**src/rtl/ptw_mem_arbiter_pkg.sv**
```systemverilog
// Shared types for the page-table-walker memory path: cache request/response
// bundles, fault types and the two-port arbiter port identifier.
package ptw_mem_arbiter_pkg;

    localparam int unsigned ADDR_W = 32;
    localparam int unsigned DATA_W = 32;

    typedef enum logic [1:0] {
        FE_ACCESS_FAULT = 2'd0,
        FE_PAGE_FAULT   = 2'd1,
        FE_MISALIGNED   = 2'd2
    } FaultTy;

    typedef enum logic {
        PORT_I = 1'b0,
        PORT_D = 1'b1
    } ArbPort;

    typedef struct packed {
        logic              valid;
        logic [ADDR_W-1:0] addr;
        logic              wen;
        logic [DATA_W-1:0] wdata;
    } CacheReq;

    typedef struct packed {
        logic              valid;
        logic [DATA_W-1:0] rdata;
        logic              error;
        FaultTy            errty;
    } CacheResp;

    // Value every response port shows when it is not carrying a live response.
    localparam CacheResp RESP_IDLE = '{valid: 1'b0, rdata: '0, error: 1'b0, errty: FE_ACCESS_FAULT};

    function automatic ArbPort otherPort(input ArbPort p);
        return (p == PORT_I) ? PORT_D : PORT_I;
    endfunction

endpackage

```
**src/rtl/rr_grant2.sv**
```systemverilog
// Two-requester grant picker: a sole requester always wins; on a tie either
// port I wins (fixed priority) or the port not granted last wins.
module rr_grant2
    import ptw_mem_arbiter_pkg::*;
#(
    parameter bit FIXED_PRIORITY = 1'b0
) (
    input  logic       validI_i,
    input  logic       validD_i,
    input  ArbPort     lastGrant_i,
    output logic [1:0] grant_o
);

    // grant_o[0] selects port I, grant_o[1] selects port D.
    always_comb begin
        grant_o = 2'b00;
        if (validI_i && validD_i) begin
            if (FIXED_PRIORITY || (otherPort(lastGrant_i) == PORT_I)) begin
                grant_o = 2'b01;
            end else begin
                grant_o = 2'b10;
            end
        end else if (validI_i) begin
            grant_o = 2'b01;
        end else if (validD_i) begin
            grant_o = 2'b10;
        end
    end

endmodule

```
**src/rtl/ptw_mem_arbiter.sv**
```systemverilog
// Arbitrates the instruction- and data-side page table walkers onto one memory
// port with a single transaction in flight.
module ptw_mem_arbiter
    import ptw_mem_arbiter_pkg::*;
#(
    parameter int FIXED_PRIORITY = 0,
    parameter int LOG_ENABLE     = 0
) (
    input  logic     clk,
    input  logic     reset_n,
    input  CacheReq  ireq_i,
    output logic     ireq_ready_o,
    output CacheResp iresp_o,
    input  CacheReq  dreq_i,
    output logic     dreq_ready_o,
    output CacheResp dresp_o,
    output CacheReq  memreq_o,
    input  logic     memreq_ready_i,
    input  CacheResp memresp_i
`ifdef PRINT_DEBUGINFO
    ,
    input  logic     can_output_log
`endif
);

    typedef enum logic [1:0] {
        IDLE,
        ISSUE,
        WAIT_RESP
    } state_e;

    state_e            state_q, state_d;
    ArbPort            lastGrant_q, lastGrant_d;
    ArbPort            owner_q, owner_d;
    logic [ADDR_W-1:0] addr_q, addr_d;
    logic              wen_q, wen_d;
    logic [DATA_W-1:0] wdata_q, wdata_d;
    logic [1:0]        grant;

    rr_grant2 #(
        .FIXED_PRIORITY (FIXED_PRIORITY != 0)
    ) u_grant (
        .validI_i    (ireq_i.valid),
        .validD_i    (dreq_i.valid),
        .lastGrant_i (lastGrant_q),
        .grant_o     (grant)
    );

    // Writes also wait for their response so the memory never sees two in flight.
    always_comb begin
        state_d      = state_q;
        lastGrant_d  = lastGrant_q;
        owner_d      = owner_q;
        addr_d       = addr_q;
        wen_d        = wen_q;
        wdata_d      = wdata_q;
        ireq_ready_o = 1'b0;
        dreq_ready_o = 1'b0;
        memreq_o     = '{valid: 1'b0, addr: addr_q, wen: wen_q, wdata: wdata_q};
        iresp_o      = RESP_IDLE;
        dresp_o      = RESP_IDLE;

        case (state_q)
            IDLE: begin
                ireq_ready_o = grant[0];
                dreq_ready_o = grant[1];
                if (grant[0]) begin
                    owner_d     = PORT_I;
                    lastGrant_d = PORT_I;
                    addr_d      = ireq_i.addr;
                    wen_d       = ireq_i.wen;
                    wdata_d     = ireq_i.wdata;
                    state_d     = ISSUE;
                end else if (grant[1]) begin
                    owner_d     = PORT_D;
                    lastGrant_d = PORT_D;
                    addr_d      = dreq_i.addr;
                    wen_d       = dreq_i.wen;
                    wdata_d     = dreq_i.wdata;
                    state_d     = ISSUE;
                end
            end
            ISSUE: begin
                memreq_o.valid = 1'b1;
                if (memreq_ready_i) begin
                    state_d = WAIT_RESP;
                end
            end
            WAIT_RESP: begin
                if (owner_q == PORT_I) begin
                    iresp_o = memresp_i;
                end else begin
                    dresp_o = memresp_i;
                end
                if (memresp_i.valid) begin
                    state_d = IDLE;
                end
            end
            default: state_d = IDLE;
        endcase

        if (!reset_n) begin
            ireq_ready_o   = 1'b0;
            dreq_ready_o   = 1'b0;
            memreq_o.valid = 1'b0;
            iresp_o.valid  = 1'b0;
            dresp_o.valid  = 1'b0;
        end
    end

    // Port I must win the first tie after reset, hence lastGrant starts at D.
    always_ff @(posedge clk or negedge reset_n) begin
        if (!reset_n) begin
            state_q     <= IDLE;
            lastGrant_q <= PORT_D;
            owner_q     <= PORT_I;
            addr_q      <= '0;
            wen_q       <= 1'b0;
            wdata_q     <= '0;
        end else begin
            state_q     <= state_d;
            lastGrant_q <= lastGrant_d;
            owner_q     <= owner_d;
            addr_q      <= addr_d;
            wen_q       <= wen_d;
            wdata_q     <= wdata_d;
        end
    end

    generate
        if (LOG_ENABLE != 0) begin : g_log
`ifdef PRINT_DEBUGINFO
            logic logFire;
            assign logFire = can_output_log & (state_q == IDLE) & (|grant);
`endif
        end
    endgenerate

endmodule

```
**config.mk**
```make
export PLATFORM = sky130hd
export DESIGN_NAME = ptw_mem_arbiter
export DESIGN_NICKNAME = d
export VERILOG_FILES = /design/src/rtl/ptw_mem_arbiter_pkg.sv /design/src/rtl/rr_grant2.sv /design/src/rtl/ptw_mem_arbiter.sv
export SDC_FILE = /design/constraint.sdc
export NUM_CORES = 1
export LEC_CHECK = 0
export BUFFER_PORTS_ARGS = -buffer_cell sky130_fd_sc_hd__buf_4
export CAP_MARGIN = 0
export CORE_AREA = 2 2 122 124
export DETAILED_ROUTE_END_ITERATION = 8
export DIE_AREA = 0 0 124 126
export GPL_ROUTABILITY_DRIVEN = 0
export PLACE_DENSITY_LB_ADDON = 0.05
export REMOVE_ABC_BUFFERS = 1
export SLEW_MARGIN = 10
export SYNTH_ARGS = -nofsm -noshare
export SYNTH_HDL_FRONTEND = slang
export SYNTH_SLANG_ARGS = --single-unit
```
**constraint.sdc**
```tcl
create_clock -name clk -period 1.4 [get_ports clk]
set_input_delay 0.28 -clock clk [delete_from_list [all_inputs] [get_ports clk]]
set_output_delay 0.28 -clock clk [all_outputs]
set_load 0.03 [all_outputs]
```
# [After elaboration in Yosys (flattened, before gate mapping)]
# Cells that the tools add are included.
[word_totals] ff_bits=69 latchBits=0 mem_bits_rw=0 rom_bits=0 in_bits=171 wordCells=45 mem_count=0
[classes] n_addsub=0 multipliers=0 div_mod_pow=0 magnitude_cmp=0 n_eq_ne=5 n_shift=0 n_mux=29 bitwise_logic=0 n_reduce_logical=5
[ops] cell="$mux W36" n=4
[ops] cell="$mux W32" n=4
[ops] cell="$mux W2" n=8
[ops] cell="$mux W1" n=12
[ops] cell="$pmux W2 S3" n=1
[ops] cell="$ne A2 B2 Y1 const B" n=2
[ops] cell="$ne A3 B3 Y1 const B" n=1
[ops] cell="$reduce_and A3 Y1" n=1
[ops] cell="$eq A2 B1 Y1 const B" n=1
[ops] cell="$eq A2 B2 Y1 const B" n=1
[ops] cell="$logic_not A2 Y1" n=1
[ops] cell="$reduce_and A2 Y1" n=1
[ops] cell="$reduce_bool A2 Y1" n=1
[ops] cell="$logic_and A1 B1 Y1" n=1

# [Logic depth before layout (Yosys ltp)]
[depth] word_depth=6 depth_mapped=6 ltp_nobuf=3

# [Hierarchy]
# Synthesis repeated with hierarchy kept, for this count alone.
[unflattened] hier_cells=314 hier_area_um2=4132.7
[by_module_without_submodules] module="ptw_mem_arbiter" n_inst=1 cells_per_inst=311 area_per_inst_um2=4113.9 seq_area_each_um2=1727.9
[by_module_without_submodules] module="rr_grant2" n_inst=1 cells_per_inst=3 area_per_inst_um2=18.8 seq_area_each_um2=0.0

# [Worst setup path before layout]
# No wires, ideal clock.
[synth_timing] kind="register to output" startpoint="reg lastGrant_q" endpoint="out ireq_ready_o" arrival_time_ns=1.811 required_ns=1.120 slack_ns=-0.691 stages_incl_launch_ff=4 n_path_buf=1 path_cell_list="dfstp_2 -> and2b_1 -> buf_2 -> nor4_1"
[synth_between] elab_chain_cells=4
[synth_lines] element="start: declaration" line="ptw_mem_arbiter.sv:33" rtl="ArbPort lastGrant_q, lastGrant_d;"
[synth_lines] element="start signal: assignment" line="ptw_mem_arbiter.sv:122" rtl="lastGrant_q <= lastGrant_d;"
[synth_lines] element="$mux W2" line="rr_grant2.sv:18" rtl="if (FIXED_PRIORITY || (otherPort(lastGrant_i) == PORT_I)) begin"
[synth_lines] element="$mux W2" line="rr_grant2.sv:17" rtl="if (validI_i && validD_i) begin"
[synth_lines] element="$mux W1" line="ptw_mem_arbiter.sv:63" rtl="case (state_q)"
[synth_lines] element="$mux W1" line="ptw_mem_arbiter.sv:102" rtl="if (!reset_n) begin"
[synth_lines] element="end: declaration" line="ptw_mem_arbiter.sv:12" rtl="output logic ireq_ready_o,"
# No other way between the ends.

==> results by group <==
Outcome
  • Status: finished with violations
  • Violated checks: setup timing

CTS
  • Root buf cell: clkbuf_16
  • Clock-pin slew reported for the worst setup and hold paths after clock tree synthesis: 0.05 ns
  • Clk sink count: 69
  • Clock tree from TritonCTS: yes
  • Worst-skew pair later-pin latency: 0.33 ns
  • Number of levels in the clock H-tree: 3
  • Number of CTS-inserted buffers: 9
  • Buffers from clock root to sink, at most: 2

Critical path
  • Setup crit end: iresp_o[18]
  • Kind of capture point of the worst setup path: output port
  • Reg2reg end: addr_q[29]$_DFFE_PN0P_
  • Worst reg2reg path startpoint: state_q[1]$_DFFE_PN0P_
  • Data arrival time of the critical path: 1.53 ns
  • Register-to-register setup slack: -0.17 ns
  • Setup Crit Path Kind: reg -> out
  • Required time of the critical path: 1.12 ns
  • Setup crit start: state_q[0]$_DFFE_PN0P_
  • Worst-case reg-to-reg path depth: 6
  • Worst Path Max Fanout: 9
  • Worst setup SP type: flip-flop

Run
  • Max-capacitance violation count: 0

Power and ir drop
  • Standby leakage power: 0.00346 uW
  • Overall power of the completed layout: 15,700 uW
  • Worst vdd ir: 0.855 mV
  • Pwr dens: 2130 nW/um^2

GRT
  • Grt ovf: 0
  • Antenna violations before repair: 0
  • Global Route Usage Sum: 22.0%
  • Pin count of the biggest net entering global routing: 70
  • Via count of the first global-routing pass: 4,891
  • Global-route wire length before repair: 26.7 mm

Floorplan
  • Die height: 126 um
  • Site Rows: 44
  • X dimension of the die: 124 um
  • Placeable Area: 14,300 um^2
  • Total Die Area: 15,600 um^2
  • Top-level I/O count: 311
  • Initial standard-cell utilization of the core: 27.9%

Routing
  • Routed length per placed instance: 18.9 um
  • First drt pass iteration count: 4
  • Average vias per placed instance: 5.12
  • Remaining antenna violation count after routing: 0
  • Final routed wirelength across all metal layers: 18.5 mm
  • Number of design rule violations left after detail routing: 0
  • Via count: 5,005
  • Initial detailed-routing violation count: 198

Logic synthesis
  • Summed instance area of the synthesized netlist: 4000 um^2
  • Sequential-to-total area share from yosys stat: 43.2%
  • Primary flip-flop cell chosen by synthesis mapping: dfrtp_1
  • Number of warnings printed during yosys synthesis: 0
  • Mean area per synthesized cell: 8.24 um^2
  • Count of distinct cell types in the synthesized netlist: 24
  • Share of flip-flops with an asynchronous set or reset after synthesis: 100%
  • Gate count of the mapped netlist: 485
  • FF+latch count, synth: 69
  • EDFF count, synth: 0

Cells and area
  • Post-layout util: 51.6%
  • Final-layout fill cell count: 1,338
  • Nets: 961
  • Syn-to-layout area delta: 84.9%
  • Fraction of layout cells with a size suffix above 1: 51.6%
  • Post-Layout Cell Count: 977
  • Area taken by flip-flops and latches: 1730 um^2
  • Area of the multi-input gates: 2100 um^2
  • Number of inserted diodes: 0

Timing
  • Final number of setup-violating endpoints: 140
  • Final number of max-transition violations: 0
  • Worst clock skew on the final layout: 0.00467 ns
  • Total count of hold-check failures in the final report: 0
  • Tightest slew margin relative to the limit: 38.9%
  • Top achievable clock speed: 551 MHz
  • Min setup slack post-route: -0.414 ns
  • Actual transition at the worst max-transition pin: 0.916 ns
  • Final worst path period share: 130%
  • Final critical path time including I/O delays and setup: 1.81 ns
  • Tightest hold margin: 0.164 ns
  • Unrepaired setup endpoints after global routing: yes

Place
  • Count of input and output buffers: 310
  • Half-perimeter wire length after detailed placement: 12.4 mm
  • Post-placement worst setup slack: -0.120 ns
  • Placed Instances: 948

Hold path
  • Hold crit path type: in -> reg
worst min path at each step:
stage          slack [ns]  cells after the start      startpoint                      to
6_report             0.16                      2  memreq_ready_i  state_q[0]$_DFFE_PN0P_
5_1_grt              0.17                      2   memresp_i[35]  state_q[1]$_DFFE_PN0P_
4_1_cts              0.15                      2  memreq_ready_i  state_q[0]$_DFFE_PN0P_
3_5_place_dp         0.51                      2  memreq_ready_i  state_q[0]$_DFFE_PN0P_
3_3_place_gp         0.50                      2  memreq_ready_i  state_q[0]$_DFFE_PN0P_
2_1_floorplan       -0.02                      0         reset_n   addr_q[0]$_DFFE_PN0P_
cell families after synthesis:
kind of cell,share of synthesized area (%)
flops,43.2
compound gates,27.3
buf+inv,7.76
simple gates,21.7
layer usage:
metal / share of wire [%] / vias up / GRT usage, % / wire (um)
li1: - / 2361 / - / -
met1: 37 / 2357 / 26.3 / 6800
met2: 52 / 254 / 38.3 / 9550
met3: 8.7 / 33 / 4.26 / 1600
met4: 2.7 / 0 / 9.19 / 502
met5: 0 / - / 0 / 0
cell type report:
cell class                 count  share of cell area, %
sequential                    69                   23.4
timing repair buffer         351                   41.0
multi-input combinational    355                   28.4
tap                          184                   3.12
clock buffer                  13                   3.79
clock inverter                 1                 0.0677
inverter                       4                  0.203
critical path, stage by stage, from the launching register on:
cell       delay (ns)
dfrtp_1          0.39
nand2b_4         0.17
nor2_4           0.11
buf_6            0.13
clkbuf_16        0.15
and2_4           0.14
buf_6            0.12
per-stage QoR:
step	setup TNS (ns)	instance area (um^2)
4_1_cts	-34.91	7180
3_3_place_gp	-5.87	6600
2_1_floorplan	-128.83	3700
5_1_grt	-45.36	7390
6_report	-36.37	7390
3_5_place_dp	-9.11	6600
flip-flops by register name, summed over array words and instances (netlist names):
| register | flops |
|---|---|
| addr_q | 32 |
| lastGrant_q | 1 |
| owner_q | 1 |
| state_q | 2 |
| wdata_q | 32 |
| wen_q | 1 |
Yosys cell counts, types with 2 or more instances:
| cell | count | area share, % |
|---|---|---|
| a21oi_1 | 68 | 8.5 |
| a31oi_1 | 66 | 10 |
| and2_1 | 70 | 11 |
| and3_1 | 2 | 0.31 |
| buf_2 | 26 | 3.3 |
| buf_4 | 9 | 1.7 |
| buf_6 | 2 | 0.56 |
| clkbuf_1 | 20 | 1.9 |
| dfrtp_1 | 68 | 43 |
| inv_1 | 3 | 0.28 |
| nand2_1 | 2 | 0.19 |
| nand2b_1 | 3 | 0.47 |
| nand3_1 | 65 | 8.1 |
| nor2_1 | 4 | 0.38 |
| nor2_2 | 3 | 0.47 |
| o21ai_0 | 11 | 1.4 |
| o21ai_1 | 54 | 6.8 |
| o22ai_1 | 2 | 0.31 |
| or2_1 | 2 | 0.31 |
cells in the final DEF, fill, tap and decap left out:
| cell | Yosys | layout |
|---|---|---|
| inv_1 | 3 | 3 |
| clkbuf_8 | 0 | 4 |
| nor4_4 | 0 | 1 |
| nor2_4 | 0 | 4 |
| and3_1 | 2 | 1 |
| dfrtp_2 | 0 | 1 |
| o21ai_0 | 11 | 6 |
| clkinv_2 | 0 | 1 |
| o21ai_1 | 54 | 59 |
| nor3_2 | 0 | 1 |
| nand3_1 | 65 | 65 |
| buf_16 | 0 | 1 |
| o22ai_1 | 2 | 2 |
| nand2_1 | 2 | 2 |
| buf_6 | 2 | 51 |
| clkbuf_16 | 0 | 11 |
| or2_1 | 2 | 1 |
| inv_2 | 1 | 1 |
| nand2b_4 | 0 | 2 |
| nor2_1 | 4 | 2 |
| nand2b_2 | 0 | 1 |
| buf_4 | 9 | 285 |
| and2_4 | 0 | 27 |
| dfstp_2 | 1 | 1 |
| a21oi_1 | 68 | 67 |
| dfrtp_1 | 68 | 67 |
| a21oi_2 | 0 | 1 |
| a31oi_1 | 66 | 66 |
| and2_1 | 70 | 43 |
| or2_2 | 0 | 1 |
| nor2_2 | 3 | 1 |
| and2b_2 | 0 | 1 |
| buf_12 | 0 | 12 |
| and3_4 | 0 | 1 |
what timing repair did:
item / 4_1_cts / 5_1_grt
gates cloned: 2 / 4
buffers inserted: 6 / 5
hold endpoints to repair: 0 / 0
pin swaps: 2 / 5
setup endpoints to repair: 140 / 142
hold buffers: 0 / 0
gates resized for setup: 55 / 48
report_power, final:
part / leakage, uW / switching [uW] / internal (uW)
logic: 0.00255 / 5800 / 4070
clock network: 0.000144 / 823 / 1370
registers: 0.000772 / 617 / 3040
total: 0.00346 / 7240 / 8480
Note: power is estimated with default switching activity, not from simulation.
